**config.mk**
```make
export PLATFORM = sky130hd
export DESIGN_NAME = udp_vlg_rx_flat
export DESIGN_NICKNAME = d
export VERILOG_FILES = /design/src/rtl/udp_vlg_pkg.sv /design/src/rtl/udp_vlg_if.sv /design/src/rtl/udp_vlg_cks.sv /design/src/rtl/udp_vlg_rx.sv /design/src/flat_wrapper.sv
export SDC_FILE = /design/constraint.sdc
export NUM_CORES = 1
export LEC_CHECK = 0
export BUFFER_PORTS_ARGS = -buffer_cell sky130_fd_sc_hd__buf_4
export CAP_MARGIN = 20
export CORE_MARGIN = 8
export CORE_UTILIZATION = 55
export CTS_CLUSTER_SIZE = 30
export DETAILED_ROUTE_END_ITERATION = 8
export PLACE_DENSITY = 0.86
export SYNTH_ARGS = -nofsm -noshare
export SYNTH_HDL_FRONTEND = slang
export SYNTH_HIERARCHICAL = 1
export SYNTH_SLANG_ARGS = --single-unit
```
**constraint.sdc**
```tcl
create_clock -name clk -period 7 [get_ports clk]
set_clock_uncertainty 0.1 [all_clocks]
set_input_delay 0.35 -clock clk [delete_from_list [all_inputs] [get_ports clk]]
set_output_delay 0.35 -clock clk [all_outputs]
set_load 0.02 [all_outputs]
```
**src/rtl/udp_vlg_pkg.sv**
```systemverilog
// Shared types and constants for the UDP receive path.
//   strm_t      : byte stream beat (dat, val, sof, eof, err)
//   mac_hdr_t   : Ethernet header fields carried as metadata
//   ipv4_hdr_t  : IPv4 header fields carried as metadata
//   udp_hdr_t   : 8-byte UDP header, big-endian field order
//   ipv4_meta_t : metadata delivered with the IPv4 payload stream
//   udp_meta_t  : metadata delivered with the UDP payload stream
//   dev_t       : device configuration
package udp_vlg_pkg;

  localparam int         UDP_HDR_LEN = 8;
  localparam logic [7:0] UDP         = 8'd17;

  typedef struct packed {
    logic [7:0] dat;
    logic       val;
    logic       sof;
    logic       eof;
    logic       err;
  } strm_t;

  typedef struct packed {
    logic [47:0] dst_mac;
    logic [47:0] src_mac;
    logic [15:0] ethertype;
  } mac_hdr_t;

  typedef struct packed {
    logic [7:0]  ttl;
    logic [7:0]  proto;
    logic [31:0] src_ip;
    logic [31:0] dst_ip;
  } ipv4_hdr_t;

  typedef struct packed {
    logic [15:0] src_port;
    logic [15:0] dst_port;
    logic [15:0] length;
    logic [15:0] cks;
  } udp_hdr_t;

  typedef struct packed {
    ipv4_hdr_t   ipv4_hdr;
    mac_hdr_t    mac_hdr;
    logic [15:0] pld_len;
  } ipv4_meta_t;

  typedef struct packed {
    udp_hdr_t    udp_hdr;
    ipv4_hdr_t   ipv4_hdr;
    mac_hdr_t    mac_hdr;
    logic [15:0] pld_len;
  } udp_meta_t;

  typedef struct packed {
    logic [47:0] mac;
    logic [31:0] ip;
  } dev_t;

  typedef enum logic [1:0] {IDLE, HDR, PLD, SKIP} udp_rx_state_t;

  // Pseudo-header sum without the UDP length term; the length is folded in
  // once the length field itself has been received.
  function automatic logic [31:0] pseudo_sum(input ipv4_hdr_t h);
    return 32'(h.src_ip[31:16]) + 32'(h.src_ip[15:0]) +
           32'(h.dst_ip[31:16]) + 32'(h.dst_ip[15:0]) + 32'(UDP);
  endfunction

endpackage

```
**src/rtl/udp_vlg_if.sv**
```systemverilog
// Stream + metadata bundles between protocol layers.
//   ipv4 : IPv4 payload stream and IPv4/MAC metadata
//   udp  : UDP payload stream and UDP/IPv4/MAC metadata
// Modports: in_rx (consumer side), out_rx (producer side).
interface ipv4;
  import udp_vlg_pkg::*;
  strm_t      strm;
  ipv4_meta_t meta;
  modport in_rx  (input  strm, meta);
  modport out_rx (output strm, meta);
endinterface

interface udp;
  import udp_vlg_pkg::*;
  strm_t     strm;
  udp_meta_t meta;
  modport in_rx  (input  strm, meta);
  modport out_rx (output strm, meta);
endinterface

```
**src/rtl/udp_vlg_cks.sv**
```systemverilog
// Streaming one's-complement checksum accumulator.
//   clk, rst   : clock, synchronous active-high reset
//   load       : restart the sum at load_val (may coincide with byte_en)
//   load_val   : preload value (pseudo-header partial sum)
//   byte_en    : byte_dat is the next byte of the 16-bit big-endian stream
//   word_en    : add word_dat as an extra 16-bit term
//   sum        : twice-folded 16-bit sum
//   ok         : sum equals 0xFFFF
module udp_vlg_cks (
  input  logic        clk,
  input  logic        rst,
  input  logic        load,
  input  logic [31:0] load_val,
  input  logic        byte_en,
  input  logic [7:0]  byte_dat,
  input  logic        word_en,
  input  logic [15:0] word_dat,
  output logic [15:0] sum,
  output logic        ok
);

  logic [31:0] acc;
  logic        odd;   // next byte is the low half of a word
  logic [31:0] base;
  logic [31:0] byte_term;
  logic [31:0] word_term;
  logic [16:0] fold1;
  logic [16:0] fold2;

  // Even bytes go to the high half, odd bytes to the low half, so a final
  // odd byte is implicitly padded with 0x00.
  // NOTE: every always_comb output gets a default first so no latch is inferred.
  always_comb begin
    base      = load ? load_val : acc;
    byte_term = '0;
    if (byte_en) begin
      byte_term = (load || !odd) ? {16'h0, byte_dat, 8'h00} : {24'h0, byte_dat};
    end
    word_term = word_en ? {16'h0, word_dat} : '0;
  end

  // NOTE: state registers use non-blocking assignments only.
  always_ff @(posedge clk) begin
    if (rst) begin
      acc <= '0;
      odd <= 1'b0;
    end else begin
      if (load || byte_en || word_en) acc <= base + byte_term + word_term;
      if (load)         odd <= byte_en;
      else if (byte_en) odd <= !odd;
    end
  end

  // A second fold absorbs the carry of the first; it cannot carry again.
  always_comb begin
    fold1 = {1'b0, acc[31:16]} + {1'b0, acc[15:0]};
    fold2 = {1'b0, fold1[15:0]} + 17'(fold1[16]);
    sum   = fold2[15:0];
    ok    = (fold2[15:0] == 16'hFFFF);
  end

endmodule

```
**src/rtl/udp_vlg_rx.sv**
```systemverilog
// UDP receive parser behind the IPv4 receiver.
//   clk, rst : clock, synchronous active-high reset
//   ipv4     : IPv4 payload stream + IPv4/MAC metadata (in)
//   udp      : UDP payload stream + UDP metadata (out), 2-cycle latency
//   dev      : device configuration (only relevant to the datagram print)
// Parameters: VERBOSE (datagram print), CKS_EN (checksum verification).
module udp_vlg_rx
  import udp_vlg_pkg::*;
#(
  parameter bit VERBOSE = 1'b1,
  parameter bit CKS_EN  = 1'b1
) (
  input logic  clk,
  input logic  rst,
  ipv4.in_rx   ipv4,
  udp.out_rx   udp,
  input dev_t  dev
);

  udp_rx_state_t state_q, state_d;
  logic [15:0]   cnt_q, cnt_d;      // index of the incoming UDP byte
  udp_hdr_t      hdr_q, hdr_nxt;
  ipv4_hdr_t     ip_q;
  mac_hdr_t      mac_q;
  logic [15:0]   iplen_q;
  strm_t         s1_q, s1_d;        // s1.err carries truncation only
  strm_t         out_d;
  strm_t         rx;

  logic          hdr_shift, cap, last, hdr_ok;
  logic          cks_load, cks_byte, cks_word, cks_ok, cks_bad;
  logic [15:0]   cks_sum;
  logic [15:0]   len_m1;

  // The per-datagram print is a simulation feature; the synthesizable core
  // keeps the parameter and the config port for drop-in compatibility.
  logic unused_cfg;
  assign unused_cfg = ^{VERBOSE, dev, cks_sum};

  assign rx      = ipv4.strm;
  assign hdr_nxt = {hdr_q[55:0], rx.dat};
  assign len_m1  = hdr_q.length - 16'd1;
  assign hdr_ok  = (hdr_nxt.length > 16'(UDP_HDR_LEN)) && (hdr_nxt.length <= iplen_q);

  always_comb begin
    state_d   = state_q;
    cnt_d     = cnt_q;
    s1_d      = '0;
    hdr_shift = 1'b0;
    cap       = 1'b0;
    last      = 1'b0;
    cks_load  = 1'b0;
    cks_byte  = 1'b0;
    cks_word  = 1'b0;
    if (rx.val) begin
      unique case (state_q)
        IDLE: begin
          if (rx.sof && ipv4.meta.ipv4_hdr.proto == UDP) begin
            cap       = 1'b1;
            cks_load  = 1'b1;
            cks_byte  = 1'b1;
            hdr_shift = 1'b1;
            cnt_d     = 16'd1;
            state_d   = (rx.eof || rx.err) ? IDLE : HDR;
          end
        end
        HDR: begin
          hdr_shift = 1'b1;
          cks_byte  = 1'b1;
          cks_word  = (cnt_q == 16'd5);   // pseudo-header length term
          cnt_d     = cnt_q + 16'd1;
          if (rx.eof || rx.err)   state_d = IDLE;
          else if (cnt_q == 16'd7) state_d = hdr_ok ? PLD : SKIP;
        end
        PLD: begin
          cks_byte = 1'b1;
          cnt_d    = cnt_q + 16'd1;
          last     = (cnt_q == len_m1);
          s1_d.val = 1'b1;
          s1_d.dat = rx.dat;
          s1_d.sof = (cnt_q == 16'(UDP_HDR_LEN));
          s1_d.eof = last || rx.eof || rx.err;
          s1_d.err = rx.err || (rx.eof && !last);
          if (rx.eof || rx.err) state_d = IDLE;
          else if (last)        state_d = SKIP;
        end
        SKIP: begin
          if (rx.eof || rx.err) state_d = IDLE;
        end
        default: state_d = IDLE;
      endcase
    end
  end

  always_ff @(posedge clk) begin
    if (rst) begin
      state_q <= IDLE;
      cnt_q   <= '0;
      hdr_q   <= '0;
      ip_q    <= '0;
      mac_q   <= '0;
      iplen_q <= '0;
      s1_q    <= '0;
    end else begin
      state_q <= state_d;
      cnt_q   <= cnt_d;
      s1_q    <= s1_d;
      if (hdr_shift) hdr_q <= hdr_nxt;
      if (cap) begin
        ip_q    <= ipv4.meta.ipv4_hdr;
        mac_q   <= ipv4.meta.mac_hdr;
        iplen_q <= ipv4.meta.pld_len;
      end
    end
  end

  udp_vlg_cks u_cks (
    .clk      (clk),
    .rst      (rst),
    .load     (cks_load),
    .load_val (pseudo_sum(ipv4.meta.ipv4_hdr)),
    .byte_en  (cks_byte),
    .byte_dat (rx.dat),
    .word_en  (cks_word),
    .word_dat ({hdr_q[7:0], rx.dat}),
    .sum      (cks_sum),
    .ok       (cks_ok)
  );

  // The accumulator already holds the last byte when s1 carries eof, so the
  // second stage only needs the fold result.
  assign cks_bad = CKS_EN && (hdr_q.cks != 16'h0) && !cks_ok;

  always_comb begin
    out_d     = s1_q;
    out_d.err = s1_q.eof && (s1_q.err || cks_bad);
  end

  always_ff @(posedge clk) begin
    if (rst) begin
      udp.strm <= '0;
      udp.meta <= '0;
    end else begin
      udp.strm <= out_d;
      if (s1_q.sof) begin
        udp.meta <= '{udp_hdr:  hdr_q,
                      ipv4_hdr: ip_q,
                      mac_hdr:  mac_q,
                      pld_len:  hdr_q.length - 16'(UDP_HDR_LEN)};
      end
    end
  end

endmodule

```
**src/flat_wrapper.sv**
```systemverilog
// flat-port wrapper written by rule: the top's interface ports become plain ports
module udp_vlg_rx_flat import udp_vlg_pkg::*;
#(
  parameter bit VERBOSE = 1'b1,
  parameter bit CKS_EN  = 1'b1
)
  (clk, rst, dev, ipv4_strm, ipv4_meta, udp_strm, udp_meta);
  ipv4 ipv4_i ();
  udp udp_i ();
  input logic clk;
  input logic rst;
  input dev_t dev;
  input wire logic [$bits(ipv4_i.strm)-1:0] ipv4_strm;
  input wire logic [$bits(ipv4_i.meta)-1:0] ipv4_meta;
  output wire logic [$bits(udp_i.strm)-1:0] udp_strm;
  output wire logic [$bits(udp_i.meta)-1:0] udp_meta;
  assign ipv4_i.strm = ipv4_strm;
  assign ipv4_i.meta = ipv4_meta;
  assign udp_strm = udp_i.strm;
  assign udp_meta = udp_i.meta;
  udp_vlg_rx #(.VERBOSE(VERBOSE), .CKS_EN(CKS_EN)) u_core (.clk(clk), .rst(rst), .ipv4(ipv4_i), .udp(udp_i), .dev(dev));
endmodule
```
==> impl_metrics.env <==
export IMPL_leakagePower_uw=0.0145
export IMPL_path_buf_inv=6
export IMPL_ys_warn_count=6
export IMPL_synth_cells=3230
export IMPL_min_period_ns=6.70
export IMPL_worstPathRequired_ns=7.42
export IMPL_cts_made_buffers=60
export IMPL_antenna_found_initial=6
export IMPL_crit_path_frequent_cell="inv_1"
export IMPL_cts_num_sinks=616
export IMPL_ir_drop_mv=0.192
export IMPL_vias=26551
export IMPL_p_int_uw=5780
export IMPL_synthesis_area_um2=27900
export IMPL_hold_viol=0
export IMPL_setup_tns_final_ns=0
export IMPL_die_w_um=241
export IMPL_grt_max_degree=193
export IMPL_drtIter0Drc=2675
export IMPL_finalNetCount=4317
export IMPL_io_pins=586
export IMPL_wl_mm=99.6
export IMPL_grt_pass1_wl_mm=149
export IMPL_num_rows=82
export IMPL_gp_congestion=0.927
export IMPL_dieArea_um2=58200
export IMPL_avgSynthCellArea_um2=8.64
export IMPL_p_per_area_nw_per_um2=213
export IMPL_cp_data_arrival_time_ns=7.12
export IMPL_area_growth_synth_to_final_pct=30.4
export IMPL_cap_violations=0
export IMPL_die_height_um=241
export IMPL_wl_per_cell_um=21.7
export IMPL_clk_pin_slew_ns=0.06
export IMPL_critPathKind="input port to register"
export IMPL_swShare_pct=25.4
export IMPL_cpMaxStageDelayCell="fa_1"
export IMPL_stdcell_count=4597
export IMPL_start_kind="input port"
export IMPL_portBuffers=505
export IMPL_grtUsageTotal_pct=32.4
export IMPL_initial_core_util_pct=55.6
export IMPL_final_max_slew_violation_count=0
export IMPL_slowest_delay_ns=0.59
export IMPL_worstSkewPairLatency_ns=0.64
export IMPL_cts_root_buffer="clkbuf_16"
export IMPL_routed_via_density=5.78
export IMPL_htreeDepth=2
export IMPL_drive_gt1_share_pct=17.5
export IMPL_status="finished clean"
export IMPL_power_share_sequential_pct=45.2
export IMPL_grt_pass1_vias=26347
export IMPL_ant_nets=0
export IMPL_setup_violations=0
export IMPL_clock_path_buffers=3
export IMPL_grt_overflow=0
export IMPL_dp_cells=4264
export IMPL_critPathTopFamily="adder cells"
export IMPL_worst_pin_slew_ns=1.06
export IMPL_fmax_mhz=149
export IMPL_fp_coreArea_um2=50200
export IMPL_p_clk_share_pct=43.3
export IMPL_dp_hpwl_mm=59.3
export IMPL_cts_tree="built"
export IMPL_hold_path_class="input port to register"
export IMPL_first_pass_iters=7
export IMPL_slew_headroom_pct=29.0
export IMPL_cp_end_kind="register"
export IMPL_whs_ns=0.0661
export IMPL_drc=0
export IMPL_worst_path_max_fanout=9
export IMPL_switchingPower_uw=1970
export IMPL_combPwrFrac_pct=11.4
export IMPL_post_route_period_util_pct=95.8
==> registers in the layout (all words and copies together) (netlist names) <==
name              flops
u_core/iplen_q       16
u_core/udp.meta     269
u_core/mac_q        112
u_core/out_d         11
u_core/hdr_q          8
u_core/udp.strm      12
u_core/hdr_nxt       56
u_core/s1_q           1
u_core/u_cks/acc     32
u_core/cnt_q         16
u_core/u_cks/odd      1
u_core/state_q        2
u_core/ip_q          80
==> layout make-up <==
type,instances,area [µm²]
antenna,8,20.0
timing repair buffer,743,6160
sequential,616,12300
clock inverter,31,363
tap,672,841
clock buffer,78,1660
multi-input combinational,2288,14400
inverter,161,604
fill,3128,13800
==> worst paths after layout <==
path,slack [ns],to,start,cells after the start
hold / removal,0.07,u_core/out_d[2],ipv4_strm[3],4
setup / recovery,0.30,u_core/u_cks/acc[26],ipv4_meta[161],28
hold reg to reg,0.34,u_core/udp.strm[4],u_core/out_d[4],1
setup reg to reg,1.45,u_core/u_cks/acc[17],u_core/state_q[1],19
==> power groups by stage <==
stage	clock (µW)	combinational (µW)	sequential (µW)
after floorplan	0	429	3580
after global placement	0	692	3580
after detailed placement	0	701	3580
after CTS	3340	814	3510
after global routing	3520	948	3500
final	3360	886	3500
==> per-stage QoR <==
stage | utilization [%] | setup slack [ns] | area, µm² | total power (µW)
5_1_grt | 72.5 | -0.112 | 36400 | 7970
4_1_cts | 72.2 | 0.186 | 36200 | 7650
6_report | 72.5 | 0.297 | 36400 | 7750
3_5_place_dp | 64.0 | 0.180 | 32100 | 4290
3_3_place_gp | 64.0 | 0.262 | 32100 | 4280
2_1_floorplan | - | 0.906 | 28000 | 4010
==> repair_timing <==
action,in CTS,in global routing
endpoints found under the hold margin,219,0
endpoints found under the setup margin,0,15
hold buffers,211,0
gates resized for setup,0,18
setup buffers,0,4
==> metal layers <==
| layer | GRT usage [%] | vias up | part of all wire (%) |
|---|---|---|---|
| li1 | - | 12013 | - |
| met1 | 36.7 | 12507 | 36 |
| met2 | 54.0 | 1580 | 46 |
| met3 | 8.63 | 449 | 10 |
| met4 | 20.5 | 2 | 7.4 |
| met5 | 0.925 | - | 0.078 |
==> tightest hold or removal path: cells and delay by family <==
kind	cells	cell delay, ns
buf+inv	1	0.15
simple gates	3	0.26
==> cell usage in the layout (no fill, tap or decap), drive strengths merged, types with 9 or more instances in the layout <==
| cell | instances |
|---|---|
| and2 | 24 |
| dlygate4sd3 | 211 |
| nor3 | 35 |
| fa | 49 |
| inv | 168 |
| conb | 35 |
| nand4 | 22 |
| mux2i | 277 |
| xor2 | 31 |
| o22ai | 11 |
| a211oi | 29 |
| nor2 | 346 |
| clkinv | 15 |
| ha | 96 |
| o21ai | 37 |
| xnor2 | 71 |
| nor2b | 19 |
| dfxtp | 616 |
| buf | 532 |
| clkbuf | 78 |
| and3 | 15 |
| nand2b | 9 |
| or3 | 15 |
| o211ai | 11 |
| nand3 | 40 |
| o21a | 11 |
| a21o | 24 |
| nor4 | 19 |
| a21oi | 323 |
| nand2 | 625 |
No activity file was read; power rests on OpenSTA's default activity.
